==> src/rtl/cpu_microsequencer.sv <==
// Microprogram sequencer: advances the microstate once per machine cycle and
// resolves NEXT/JUMP/COND/DISPATCH/CALL/RETURN branch fields from microcode ROM.
module cpu_microsequencer #(
  parameter int STATE_W       = 8,
  parameter int OPCODE_W      = 8,
  parameter int COND_W        = 4,
  parameter int STACK_DEPTH   = 2,
  parameter int PHASES        = 4,
  parameter int RESET_STATE   = 0,
  parameter int INVALID_STATE = 1,
  parameter int IRQ_STATE     = 2
) (
  input  logic                             clk,
  input  logic                             reset,
  input  logic                             stall,
  input  logic [2:0]                       br_op,
  input  logic [STATE_W-1:0]               br_target,
  input  logic [$clog2(COND_W)-1:0]        cond_sel,
  input  logic                             cond_inv,
  input  logic [COND_W-1:0]                cond_vec,
  input  logic [OPCODE_W-1:0]              opcode,
  input  logic [STATE_W-1:0]               disp_state,
  input  logic                             disp_valid,
  input  logic                             irq_pending,
  output logic [STATE_W-1:0]               state,
  output logic [$clog2(PHASES)-1:0]        phase,
  output logic                             last_phase,
  output logic [$clog2(STACK_DEPTH+1)-1:0] depth,
  output logic                             irq_ack,
  output logic                             err_overflow,
  output logic                             err_underflow
);

  localparam int PHASE_W = $clog2(PHASES);
  localparam int DEPTH_W = $clog2(STACK_DEPTH + 1);
  localparam int PTR_W   = (STACK_DEPTH > 1) ? $clog2(STACK_DEPTH) : 1;

  typedef enum logic [2:0] {
    BR_NEXT     = 3'd0,
    BR_JUMP     = 3'd1,
    BR_COND     = 3'd2,
    BR_DISPATCH = 3'd3,
    BR_CALL     = 3'd4,
    BR_RETURN   = 3'd5
  } br_op_e;

  logic [STATE_W-1:0] stack_mem [2**PTR_W];
  logic [STATE_W-1:0] state_inc;
  logic [STATE_W-1:0] state_nxt;
  logic [PTR_W-1:0]   push_idx;
  logic [PTR_W-1:0]   pop_idx;
  logic               step;
  logic               cond_bit;
  logic               stack_full;
  logic               stack_empty;
  logic               do_push;
  logic               do_pop;
  logic               set_ovf;
  logic               set_unf;
  logic               irq_entry;
  logic               unused_opcode;

  // The dispatch target arrives pre-decoded on disp_state; opcode is only observed externally.
  assign unused_opcode = ^opcode;

  assign last_phase  = (phase == PHASE_W'(PHASES - 1));
  assign step        = last_phase && !stall;
  assign state_inc   = state + STATE_W'(1);
  assign stack_full  = (depth == DEPTH_W'(STACK_DEPTH));
  assign stack_empty = (depth == '0);
  assign push_idx    = PTR_W'(depth);
  assign pop_idx     = PTR_W'(depth - DEPTH_W'(1));
  assign cond_bit    = (int'(cond_sel) < COND_W) ? cond_vec[cond_sel] : 1'b0;

  always_comb begin
    state_nxt = state_inc;
    do_push   = 1'b0;
    do_pop    = 1'b0;
    set_ovf   = 1'b0;
    set_unf   = 1'b0;
    irq_entry = 1'b0;
    case (br_op_e'(br_op))
      BR_JUMP: state_nxt = br_target;
      BR_COND: begin
        if (cond_bit ^ cond_inv) state_nxt = br_target;
      end
      BR_DISPATCH: begin
        if (irq_pending) begin
          state_nxt = STATE_W'(IRQ_STATE);
          irq_entry = 1'b1;
        end else if (disp_valid) begin
          state_nxt = disp_state;
        end else begin
          state_nxt = STATE_W'(INVALID_STATE);
        end
      end
      BR_CALL: begin
        state_nxt = br_target;
        if (stack_full) set_ovf = 1'b1;
        else            do_push = 1'b1;
      end
      BR_RETURN: begin
        if (stack_empty) begin
          state_nxt = STATE_W'(INVALID_STATE);
          set_unf   = 1'b1;
        end else begin
          state_nxt = stack_mem[pop_idx];
          do_pop    = 1'b1;
        end
      end
      default: ;
    endcase
  end

  always_ff @(posedge clk) begin
    if (reset) begin
      state         <= STATE_W'(RESET_STATE);
      phase         <= '0;
      depth         <= '0;
      irq_ack       <= 1'b0;
      err_overflow  <= 1'b0;
      err_underflow <= 1'b0;
    end else begin
      irq_ack <= 1'b0;
      if (!last_phase) begin
        phase <= phase + PHASE_W'(1);
      end else if (!stall) begin
        phase         <= '0;
        state         <= state_nxt;
        irq_ack       <= irq_entry;
        err_overflow  <= err_overflow | set_ovf;
        err_underflow <= err_underflow | set_unf;
        if (do_push)     depth <= depth + DEPTH_W'(1);
        else if (do_pop) depth <= depth - DEPTH_W'(1);
      end
    end
  end

  // Stack contents need no reset: depth=0 makes every stale entry unreachable.
  always_ff @(posedge clk) begin
    if (!reset && step && do_push) stack_mem[push_idx] <= state_inc;
  end

endmodule

==> config.mk <==
export PLATFORM = sky130hd
export DESIGN_NAME = cpu_microsequencer
export DESIGN_NICKNAME = d
export VERILOG_FILES = /design/src/rtl/cpu_microsequencer.sv
export SDC_FILE = /design/constraint.sdc
export NUM_CORES = 1
export LEC_CHECK = 0
export CAP_MARGIN = 40
export CORE_MARGIN = 2
export CORE_UTILIZATION = 48
export CTS_BUF_LIST = sky130_fd_sc_hd__clkbuf_4 sky130_fd_sc_hd__clkbuf_8
export DETAILED_ROUTE_END_ITERATION = 10
export PLACE_DENSITY = 0.82
export SYNTH_ARGS = -nofsm -noshare
export SYNTH_HDL_FRONTEND = slang
export SYNTH_SLANG_ARGS = --single-unit
==> constraint.sdc <==
create_clock -name clk -period 3.1 [get_ports clk]
set_clock_uncertainty 0.15 [all_clocks]
set_input_delay 0.62 -clock clk [delete_from_list [all_inputs] [get_ports clk]]
set_output_delay 0.62 -clock clk [all_outputs]
set_load 0.01 [all_outputs]
# After elaboration in Yosys (flattened, before gate mapping)
# Memory sizes are Yosys's and may differ from the RTL's.
# Index checks and enable logic that the tools add are counted.
# totals
reg_bits,15
out_inout_bits,16
mem_bits_rw,16
word_cells,59
n_memories,1
# memory_table
name,depth,width,rd,rd_ports_with_merged_regs,write_ports,line,text
stack_mem,2,8,1,0,1,47,logic [STATE_W-1:0] stack_mem [2**PTR_W];
# op_classes
addsub,4
magnitude_cmp,1
reduce_logical,11
eq_ne,8
n_bitwise,6
muxes,22
# ops
op,n
$mux W8,4
$pmux W8 S4,1
$mux W1,12
$add A8 B1 Y8 const B,1
$mux W2,4
$eq A3 B2 Y1 const B,2
$eq A3 B3 Y1 const B,2
$add A2 B1 Y2 const B,2
$eq A2 B2 Y1 const B,2
$reduce_or A4 Y1,1
$eq A3 B1 Y1 const B,1
$logic_and A1 B1 Y1,3
$lt A2 B3 Y1 const B,1
$not A1 Y1,3
$reduce_and A3 Y1,1
$bmux W1 S2,1
$logic_not A1 Y1,2
$logic_not A2 Y1,1
$ne A2 B2 Y1 const B,1
$or A1 B1 Y1,2
$reduce_and A2 Y1,1
$reduce_bool A2 Y1,1
$reduce_or A2 Y1,1
$sub A2 B1 Y2 const B,1
$xor A1 B1 Y1,1

# Logic depth before layout (Yosys ltp)
# logic_depth
ltp_word,6
ltp_mapped,9

# Worst setup path before layout
# No wires, ideal clock.
# synth_timing
kind,input port to flip-flop
from,input cond_sel[0]
to,register state[0]
setup_ns,0.134
t_arrival_ns,2.122
slack_ns,0.694
stages,5
path_cell_list,mux4_2 -> xnor2_4 -> mux2_4 -> a2111oi_2 -> a211oi_1
# synth_between
elab_chain_len,5
# synth_lines
element,line,text
from (decl),18,"input logic [$clog2(COND_W)-1:0] cond_sel,"
$bmux W1 S2,73,assign cond_bit = (int'(cond_sel) < COND_W) ? cond_vec[cond_sel] : 1'b0;
$mux W1 (not written as such),73,
$xor A1 B1 Y1,85,if (cond_bit ^ cond_inv) state_nxt = br_target;
$mux W8,85,
$pmux W8 S4,82,case (br_op_e'(br_op))
to (signal assigned),117,state <= STATE_W'(RESET_STATE);
to (signal assigned),129,state <= state_nxt;
to (decl),25,"output logic [STATE_W-1:0] state,"
# Every way passes these cells. The select of a mux whose other input is x is not followed.
# A chain may end at the register's enable or synchronous reset.

# Worst setup path after layout
# Same ends and word-level chain as after synthesis.

==> reports/metrics.csv <==
stage,metric,value,unit
drt,met3 WL post-DR,368,microns
drt,wl on met1,1960,microns
synth,Mean Syn Cell Area,10.2,sq um
synth,Async SR Flop Fraction,0,
global_routing,initial antenna violation count,0,
setup_path,slowest CP cell,mux4_2,
drt,wire per inst,17.1,microns
synth,Yosys warnings,0,
power_and_ir_drop,VDD IR-drop max,0.244,mV
power_and_ir_drop,Leak,0.863,nW
cts,total CTS buffers,5,
timing,Slew @ Worst Pin,469,ps
cells_and_area,register cell area after layout,781,sq um
die,Core Footprint,3420,sq um
cells_and_area,layout cells sized above 1,0.123,
power_and_ir_drop,pwr/cell area,387,nW/um^2
synth,Post-synth EDFFs,16,
timing,max-slew violations,0,
global_routing,vias in the first global route,1603,
drt,via count,1599,
synth,Syn Nets,214,
timing,min Tclk post-route,2550,ps
cts,cts repair resizes,0,
cells_and_area,multi-input logic area,896,sq um
drt,Routed WL,4690,microns
timing,setup TNS,0,ps
drt,Iter 0 DRT Violations,103,
timing,RSZ-0062 raised after global routing,no,
cells_and_area,Layout area overhead,37.0,%
cts,CTS tree,done,
cts,clk_lat worst skew,340,ps
cts,# clock sinks,31,
cells_and_area,final instance area,2380,sq um
synth,Post-synth top flop,edfxtp_1,
drt,first-pass detailed-route iteration total,4,
placement,PortBufs,46,
setup_path,Critical Path End Type,flop,
global_routing,GR Util All Layers,0.245,
timing,final setup violation count,0,
setup_path,critical path required time,3170,ps
min_path,worst hold path type,flop to flop,
setup_path,R2R Path Start,depth[0]$_SDFFE_PP0P_,
cts,hold-fix buffers at CTS,0,
die,die height,64.2,microns
setup_path,CP startpoint,cond_sel[0],
timing,Final Hold Viols,0,
placement,routability cong.,0.832,
job,max-cap violation count,0,
die,die width,64.2,microns
synth,area of the mapped netlist,1740,sq um
global_routing,largest net degree at the start of global routing,18,
cells_and_area,Layout fillers,254,
setup_path,Setup Crit Path Kind,input port to flop,
cts,"CTS clk-pin slew, worst paths",100,ps
cts,postcts setup bufs,0,
setup_path,"slowest stage delay, CP",560,ps
die,Ports,55,
synth,top-area cell type share of the netlist area,0.276,
synth,Seq cells post-synth,31,
die,Core Rows,21,
cts,H-tree Lvls,2,
synth,sequential cell area fraction in the yosys report,0.449,
drt,Vias/cell,5.84,
synth,Syn Inst Count,171,
placement,hpwl dp,3490,microns
synth,ranking of synthesized cells by area,"edfxtp_1 (28%), dfxtp_1 (17%), mux2i_1 (3.5%), nor2_1 (3.2%), a221oi_1 (3.0%)",
synth,largest area contributor in the netlist,edfxtp_1,
drt,metal2 WL,2270,microns
setup_path,worst reg2reg setup slack,1020,ps
cells_and_area,ANT cells,0,
synth,distinct cell type count after synthesis,45,
setup_path,CP Cell Sequence,"clkdlybuf4s50_1, mux4_2, xnor2_4, mux2_4, a2111oi_2, a211oi_1",
drt,DRC errors left,0,
setup_path,Setup crit start kind,input port,
drt,ANT nets after route,0,
setup_path,Reg2Reg Depth,4,
setup_path,Critical Path End,state[0]$_SDFFE_PP0N_,
die,starting density of the core,0.510,
setup_path,reg-to-reg endpoint,stack_mem[1][2]$_DFFE_PP_,
setup_path,critical-path maximum fanout,2,
setup_path,Worst EP arrival,2620,ps
timing,final worst path period share,0.822,
status,status,completed,
placement,DP Area,2310,sq um
cts,clock root cell,clkbuf_4,
global_routing,global route overflow,0,
die,die area,4120,sq um
power_and_ir_drop,Final Total Pwr,922,uW
global_routing,global-route wire length before repair,7710,microns
timing,Max Freq,0.392,GHz
timing,Rel. slew slack,0.679,
drt,DR top layer,met4,
cells_and_area,Final #Nets,270,
cts,Longest Clk Path Bufs,2,
sequential cells by signal (all words and copies together) (netlist names):
signal	flops
stack_mem	16
state	8
depth	2
phase	2
err_overflow	1
err_underflow	1
irq_ack	1
where the power goes:
| group | switching [mW] | total, mW | internal (mW) |
|---|---|---|---|
| Sequential | 0.00888 | 0.446 | 0.437 |
| Clock | 0.146 | 0.312 | 0.166 |
| Combinational | 0.0728 | 0.164 | 0.0914 |
| Total | 0.228 | 0.922 | 0.694 |
cells in the mapped netlist, types with 3 or more instances:
cell type   n
o21ai_0     8
a21oi_1    10
mux2i_1     6
a211oi_1    3
dfxtp_1    15
xnor2_1     5
clkbuf_1    5
nor2_1     15
and3_1      3
a221oi_1    6
nor3_1      8
ha_1        4
inv_1       8
nand2_1     8
buf_2       3
nand3_1     6
xor2_1      3
a31oi_1     3
mux2_2      3
edfxtp_1   16
a221o_1     4
metrics by stage:
stage | util | hold slack (ps) | setup slack (ps) | instances
5_1_grt | 0.698 | 367 | 470 | 274
6_report | 0.698 | 342 | 551 | 274
4_1_cts | 0.698 | 344 | 543 | 274
3_3_place_gp | 0.675 | 312 | 220 | 266
3_5_place_dp | 0.675 | 315 | 172 | 266
2_1_floorplan | - | 353 | 694 | 171
metal layers:
metal  GRT usage  up-vias
met2       0.406       75
met5           0        -
li1            -      765
met1       0.300      748
met4       0.106        0
met3      0.0634       11
logic make-up (layout without fill, tap and decap cells):
kind of cell	Yosys count	after routing	share of synthesized area
compound gates	47	47	0.199
mux	11	11	0.0755
flops	31	31	0.449
xor+xnor	9	9	0.0561
simple gates	53	53	0.155
fa+ha+maj	4	4	0.0288
buf+inv	16	73	0.0367
cell type report:
class                   count  area share
clock buffers               5      0.0157
clock inverters             3      0.0163
inverters                   8      0.0126
multi-input cells         124       0.376
flip-flops and latches     31       0.328
well taps                  46      0.0241
repair buffers             57       0.228
critical path: cells and delay by family:
family | cells | cell delay, ps
xor gates and xnor gates | 1 | 180
AOI/OAI and AO/OA | 2 | 460
muxes | 2 | 880
buffers and inverters | 1 | 480
how the worst min path moves through the flow:
stage                               startpoint                          to  slack [ps]  cells past startpoint
floorplan                phase[1]$_SDFFE_PP0P_       phase[1]$_SDFFE_PP0P_         350                      2
global placement     err_overflow$_SDFFE_PP0N_   err_overflow$_SDFFE_PP0N_         310                      2
detailed placement  err_underflow$_SDFFE_PP0N_  err_underflow$_SDFFE_PP0N_         320                      2
CTS                 err_underflow$_SDFFE_PP0N_  err_underflow$_SDFFE_PP0N_         340                      2
global route             phase[1]$_SDFFE_PP0P_       phase[1]$_SDFFE_PP0P_         370                      2
finish                   phase[1]$_SDFFE_PP0P_       phase[1]$_SDFFE_PP0P_         340                      2
cell usage in the layout (no fill, tap or decap), drive strengths merged, types with 2 or more instances in the layout:
master,instances
clkbuf,5
edfxtp,16
buf,11
a2111oi,2
a211oi,4
a221o,4
nor2b,2
and3,3
nor2,15
a211o,2
a221oi,6
nand2,8
dfxtp,15
xor2,3
a31oi,3
o221ai,2
nand2b,2
and4,2
clkinv,2
nand3,6
ha,4
mux2i,6
a21oi,10
xnor2,6
o21ai,8
and2,2
clkdlybuf4s50,46
nor3,8
mux2,4
inv,8
Note: power is estimated with default switching activity, not from simulation.
==> RTL edit 1: new RTL, config.mk and constraints unchanged <==
Make the reset (`reset`) asynchronous in one clocked block.
--- a/src/rtl/cpu_microsequencer.sv
+++ b/src/rtl/cpu_microsequencer.sv
@@ -112,7 +112,7 @@
     endcase
   end
 
-  always_ff @(posedge clk) begin
+  always_ff @(posedge clk or posedge reset) begin
     if (reset) begin
       state         <= STATE_W'(RESET_STATE);
       phase         <= '0;
Function: differs if reset is asserted again (counterexample within 4 cycles, from zero or initial values and one cycle with reset high); with reset held inactive, the same outputs for 10 cycles.
==> RTL edit 1 against the original RTL <==
Sequential cell count is the same. Die area fell by 2.2%. Final area down 4.0%. Wire length shrank 13%. Largest cell class is now flip-flops and latches. Worst hold slack worse by 0.016 ns. Via count decreased by 9.5%. Highest routed layer unchanged. Core utilization shrank 1.7 points. Setup slack gained 0.066 ns. Cell count decreased by 5.8%. Critical path depth stayed put. Area after synthesis down 2.3%. First-iteration DRC count decreased by 46%.
Power is not compared: it rests on default switching activity, and its combinational part moved more than twofold at a synthesized area within 25%.
==> RTL edit 1: results (changes against the original RTL) <==
Biggest regs: stack_mem x16, state x8 (unchanged)
Drt first-iter violations: 56 (was 103)
Vias in the first global route: 1401 (was 1603)
Filler cells: 295 (was 254)
Largest cells by area after synthesis: edfxtp_1 (28%), dfrtp_1 (22%), mux2i_1 (4.7%) (was edfxtp_1 (28%), dfxtp_1 (17%), mux2i_1 (3.5%))
Status: completed (unchanged)
Post-cts resize count: 0 (unchanged)
CP Max Fanout: 4 (was 2)
Syn_nets: 201 (was 214)
First-pass GRT wire length: 6620 µm (was 7710 µm)
Post-synth top flop: edfxtp_1 (unchanged)
Max IR drop VDD: 0.447 mV
Drt wl/cell: 15.8 µm (was 17.1 µm)
Worst path max stage delay: 0.52 ns (was 0.56 ns)
Ys async rst share: 48.4% (was 0%)
Share of cells above drive strength 1: 10.4% (was 12.3%)
Pin slew with the least headroom to its limit: 0.609 ns (was 0.469 ns)
Final RePlAce weighted congestion: 0.894 (was 0.832)
CTS clk-pin slew, worst paths: 0.09 ns
WP data arrival: 2.56 ns (was 2.62 ns)
Largest net degree at the start of global routing: 16 (was 18)
Yosys cell types: 39 (was 45)
# diodes: 0 (unchanged)
Seq/Total Area, Yosys: 50.3% (was 44.9%)
Initial antenna violation count: 0 (unchanged)
Vias per std cell: 5.61 (was 5.84)
Root Driver: clkbuf_4 (unchanged)
CP max stage cell: mux4_2 (unchanged)
Psw: 633 µW
GRT Util Overall: 21.9% (was 24.5%)
HPWL after DPL: 3210 µm (was 3490 µm)
Final net count: 254 (was 270)
Commonest cells post-synth: edfxtp_1 (16), dfrtp_1 (15), nand2_1 (15), o21ai_0 (14), nor2_1 (9) (was edfxtp_1 (16), dfxtp_1 (15), nor2_1 (15), a21oi_1 (10))
RTL edit 1: cell count changes in the layout (fill, tap and decap cells not counted), moves of 4 or more:
cell     delta
dfrtp_1    +15
dfxtp_1    -15
nand2_1     +7
nor2_1      -6
o21ai_0     +6
buf_4       -5
a221o_1     -4
RTL edit 1: path summary, 6_finish.rpt:
kind,slack (ns),cells past startpoint,from,to
max,0.62,6,cond_sel[0],state[1]$_DFFE_PP0N_
min,0.33,1,err_overflow$_DFFE_PP0N_,err_overflow$_DFFE_PP0N_
max reg2reg,0.83,6,depth[0]$_DFFE_PP0P_,stack_mem[0][0]$_DFFE_PP_
min reg2reg,0.33,1,err_overflow$_DFFE_PP0N_,err_overflow$_DFFE_PP0N_
max in group asynchronous,1.84,2,reset,state[2]$_DFFE_PP0N_
min in group asynchronous,0.56,2,reset,state[1]$_DFFE_PP0N_
RTL edit 1: cells by family after synthesis:
group | synth area share, %
AOI/OAI and AO/OA | 16.6
and+or+nand+nor | 13.0
DFF | 50.3
xor gates and xnor gates | 5.08
adders and majority gates | 3.53
muxes | 8.24
buffers and inverters | 3.24
RTL edit 1: layer usage:
layer	vias to the layer above	GRT usage (%)	routed length [µm]
li1	689	-	-
met1	681	27.1	1630
met2	69	37.6	2070
met3	8	5.71	320
met4	0	6.25	42
met5	-	0	0
RTL edit 1: metrics by stage:
stage / setup slack (ns) / total power [mW] / std cells / area [µm²] / hold WS, ns
floorplan: 0.516 / 1.10 / 158 / 1700 / 0.362
global route: 0.454 / 1.80 / 258 / 2290 / 0.353
detailed placement: 0.245 / 1.46 / 250 / 2230 / 0.313
finish: 0.616 / 1.69 / 258 / 2290 / 0.326
global placement: 0.278 / 1.43 / 250 / 2230 / 0.302
CTS: 0.607 / 1.69 / 258 / 2290 / 0.334
RTL edit 1: area by class of cell:
class,instances,area share [%]
repair buffers,52,22.1
inverters,7,1.15
flip-flops and latches,31,37.4
multi-input cells,114,34.5
well taps,46,2.52
clock buffers,6,1.97
clock inverters,2,0.383
RTL edit 1: power groups by stage:
stage | clock network [mW] | registers (mW) | logic [mW]
after CTS | 0.233 | 0.699 | 0.763
after detailed placement | 0 | 0.708 | 0.756
final | 0.227 | 0.700 | 0.761
after floorplan | 0 | 0.701 | 0.403
after global routing | 0.256 | 0.715 | 0.830
after global placement | 0 | 0.702 | 0.726
==> RTL edit 2: new RTL, config.mk and constraints unchanged <==
Made on the original files. `STATE_W`: 8 -> 12.
--- a/src/rtl/cpu_microsequencer.sv
+++ b/src/rtl/cpu_microsequencer.sv
@@ -1,7 +1,7 @@
 // Microprogram sequencer: advances the microstate once per machine cycle and
 // resolves NEXT/JUMP/COND/DISPATCH/CALL/RETURN branch fields from microcode ROM.
 module cpu_microsequencer #(
-  parameter int STATE_W       = 8,
+  parameter int STATE_W       = 12,
   parameter int OPCODE_W      = 8,
   parameter int COND_W        = 4,
   parameter int STACK_DEPTH   = 2,
Ports: changed (resized br_target, disp_state and state); port bits go from 55 to 67. No check against the original RTL was run, so the function may have changed too.
==> RTL edit 2 against the original RTL <==
Area after synthesis increased by 34%. Cell count increased by 30%. Final area increased by 30%. Setup slack got worse by 0.064 ns. Combinational power increased by 19%. Wire length increased by 24%. Fmax decreased by 2.4%. Sequential cell count increased by 12. Core utilization decreased by 3.6 points. Power increased by 25%. Register-to-register slack improved by 0.04 ns. Synthesized cell count increased by 37%. Highest routed layer unchanged.
==> RTL edit 2: results (changes against the original RTL) <==
Status: completed (unchanged)
Post-Route WL: 5830 µm (was 4690 µm)
Largest cells by area after synthesis: edfxtp_1 (31%), dfxtp_1 (16%), o21ai_0 (5.6%) (was edfxtp_1 (28%), dfxtp_1 (17%), mux2i_1 (3.5%))
GRT Util Overall: 22.8% (was 24.5%)
Final RePlAce weighted congestion: 0.851 (was 0.832)
Setup_tns: 0 ns (unchanged)
Clock Latency Late Sink: 0.29 ns (was 0.34 ns)
Syn_nets: 286 (was 214)
P_leak: 1.08 nW (was 0.863 nW)
Worst path max stage delay: 0.58 ns (was 0.56 ns)
Synthesized area per cell: 9.92 µm² (was 10.2 µm²)
Largest net degree at the start of global routing: 25 (was 18)
Seq/Total Area, Yosys: 47.2% (was 44.9%)
Final net count: 351 (was 270)
Drt first-iter violations: 130 (was 103)
PortBufs: 58 (was 46)
Initial antenna violation count: 0 (unchanged)
First-pass GRT wire length: 9340 µm (was 7710 µm)
WP data arrival: 2.63 ns (was 2.62 ns)
Post-cts resize count: 0 (unchanged)
Root Driver: clkbuf_8 (was clkbuf_4)
Vias per std cell: 5.79 (was 5.84)
Yosys cell types: 48 (was 45)
CTS clk-pin slew, worst paths: 0.07 ns (was 0.10 ns)
Hold Vio Cnt, Final: 0 (unchanged)
CTS max path bufs: 2 (unchanged)
Post-synth EDFFs: 24 (was 16)
Post-synth top flop: edfxtp_1 (unchanged)
Max IR drop VDD: 0.285 mV (was 0.244 mV)
HPWL after DPL: 4250 µm (was 3490 µm)
HP Class: reg -> reg (unchanged)
Vias in the first global route: 1956 (was 1603)
Num CTS Buffers: 5 (unchanged)
Rel. slew slack: 64.7% (was 67.9%)
Share of cells above drive strength 1: 8.31% (was 12.3%)
H-tree depth: 2 (unchanged)
Biggest regs: stack_mem x24, state x12 (was stack_mem x16, state x8)
Synth Warn #: 0 (unchanged)
# diodes: 0 (unchanged)
CP Max Fanout: 8 (was 2)
Commonest cells post-synth: o21ai_0 (26), edfxtp_1 (24), a21oi_1 (20), dfxtp_1 (19), nor2_1 (14) (was edfxtp_1 (16), dfxtp_1 (15), nor2_1 (15), a21oi_1 (10))
Filler cells: 376 (was 254)
Drt wl/cell: 16.4 µm (was 17.1 µm)
Worst R2R Setup Slack: 1.06 ns (was 1.02 ns)
Ys async rst share: 0% (unchanged)
Post-CTS Setup Repair Bufs: 0 (unchanged)
RTL edit 2: cell count changes in the layout (fill, tap and decap cells not counted), moves of 5 or more:
cell	change
a21oi_1	+10
clkbuf_4	-5
clkbuf_8	+5
clkdlybuf4s50_1	+12
edfxtp_1	+8
mux2i_1	+6
o21ai_0	+18
RTL edit 2: cell type report:
type | count | area (µm²) | share of cell area [%]
multi-input combinational | 171 | 1150 | 37.0
sequential | 43 | 1100 | 35.5
timing repair buffer | 70 | 671 | 21.6
clock buffer | 5 | 68.8 | 2.22
tap | 54 | 67.6 | 2.18
inverter | 9 | 33.8 | 1.09
clock inverter | 3 | 15.0 | 0.484
RTL edit 2: where the power goes:
| part | internal [mW] | switching, mW |
|---|---|---|
| combinational | 0.105 | 0.0894 |
| clock | 0.153 | 0.181 |
| sequential | 0.610 | 0.0126 |
| total | 0.868 | 0.283 |
RTL edit 2: layer usage:
metal / vias up / track usage (%) / part of all wire [%]
met1: 959 / 29.3 / 42
met5: - / 0 / 0
met2: 77 / 36.7 / 49
met3: 11 / 5.21 / 7.5
met4: 0 / 10.1 / 2.0
li1: 1008 / - / -
RTL edit 2: worst paths after layout:
path / startpoint / endpoint / cells after the start
max: cond_sel[0] / state[0]$_SDFFE_PP0P_ / 6
min: err_overflow$_SDFFE_PP0P_ / err_overflow$_SDFFE_PP0P_ / 2
max reg2reg: depth[0]$_SDFFE_PP0P_ / stack_mem[0][1]$_DFFE_PP_ / 6
min reg2reg: err_overflow$_SDFFE_PP0P_ / err_overflow$_SDFFE_PP0P_ / 2
RTL edit 2: kinds of logic after synthesis:
kind of cell    synth area share, %
buf+inv                        3.59
simple gates                   13.8
xor+xnor                       6.06
compound gates                 20.7
fa+ha+maj                      2.58
flops                          47.2
mux                            6.12
RTL edit 2: critical path: cells and delay by family:
| kind | cells | cell delay (ns) |
|---|---|---|
| compound gates | 3 | 0.62 |
| mux | 1 | 0.58 |
| buf+inv | 1 | 0.48 |
| xor+xnor | 1 | 0.32 |
RTL edit 2: per-stage QoR:
stage | hold slack [ns] | instance area (µm²) | setup WS (ns)
floorplan | 0.353 | 2330 | 0.0813
global placement | 0.296 | 3020 | 0.208
detailed placement | 0.310 | 3020 | 0.186
CTS | 0.327 | 3100 | 0.491
global route | 0.368 | 3100 | 0.375
finish | 0.325 | 3100 | 0.487
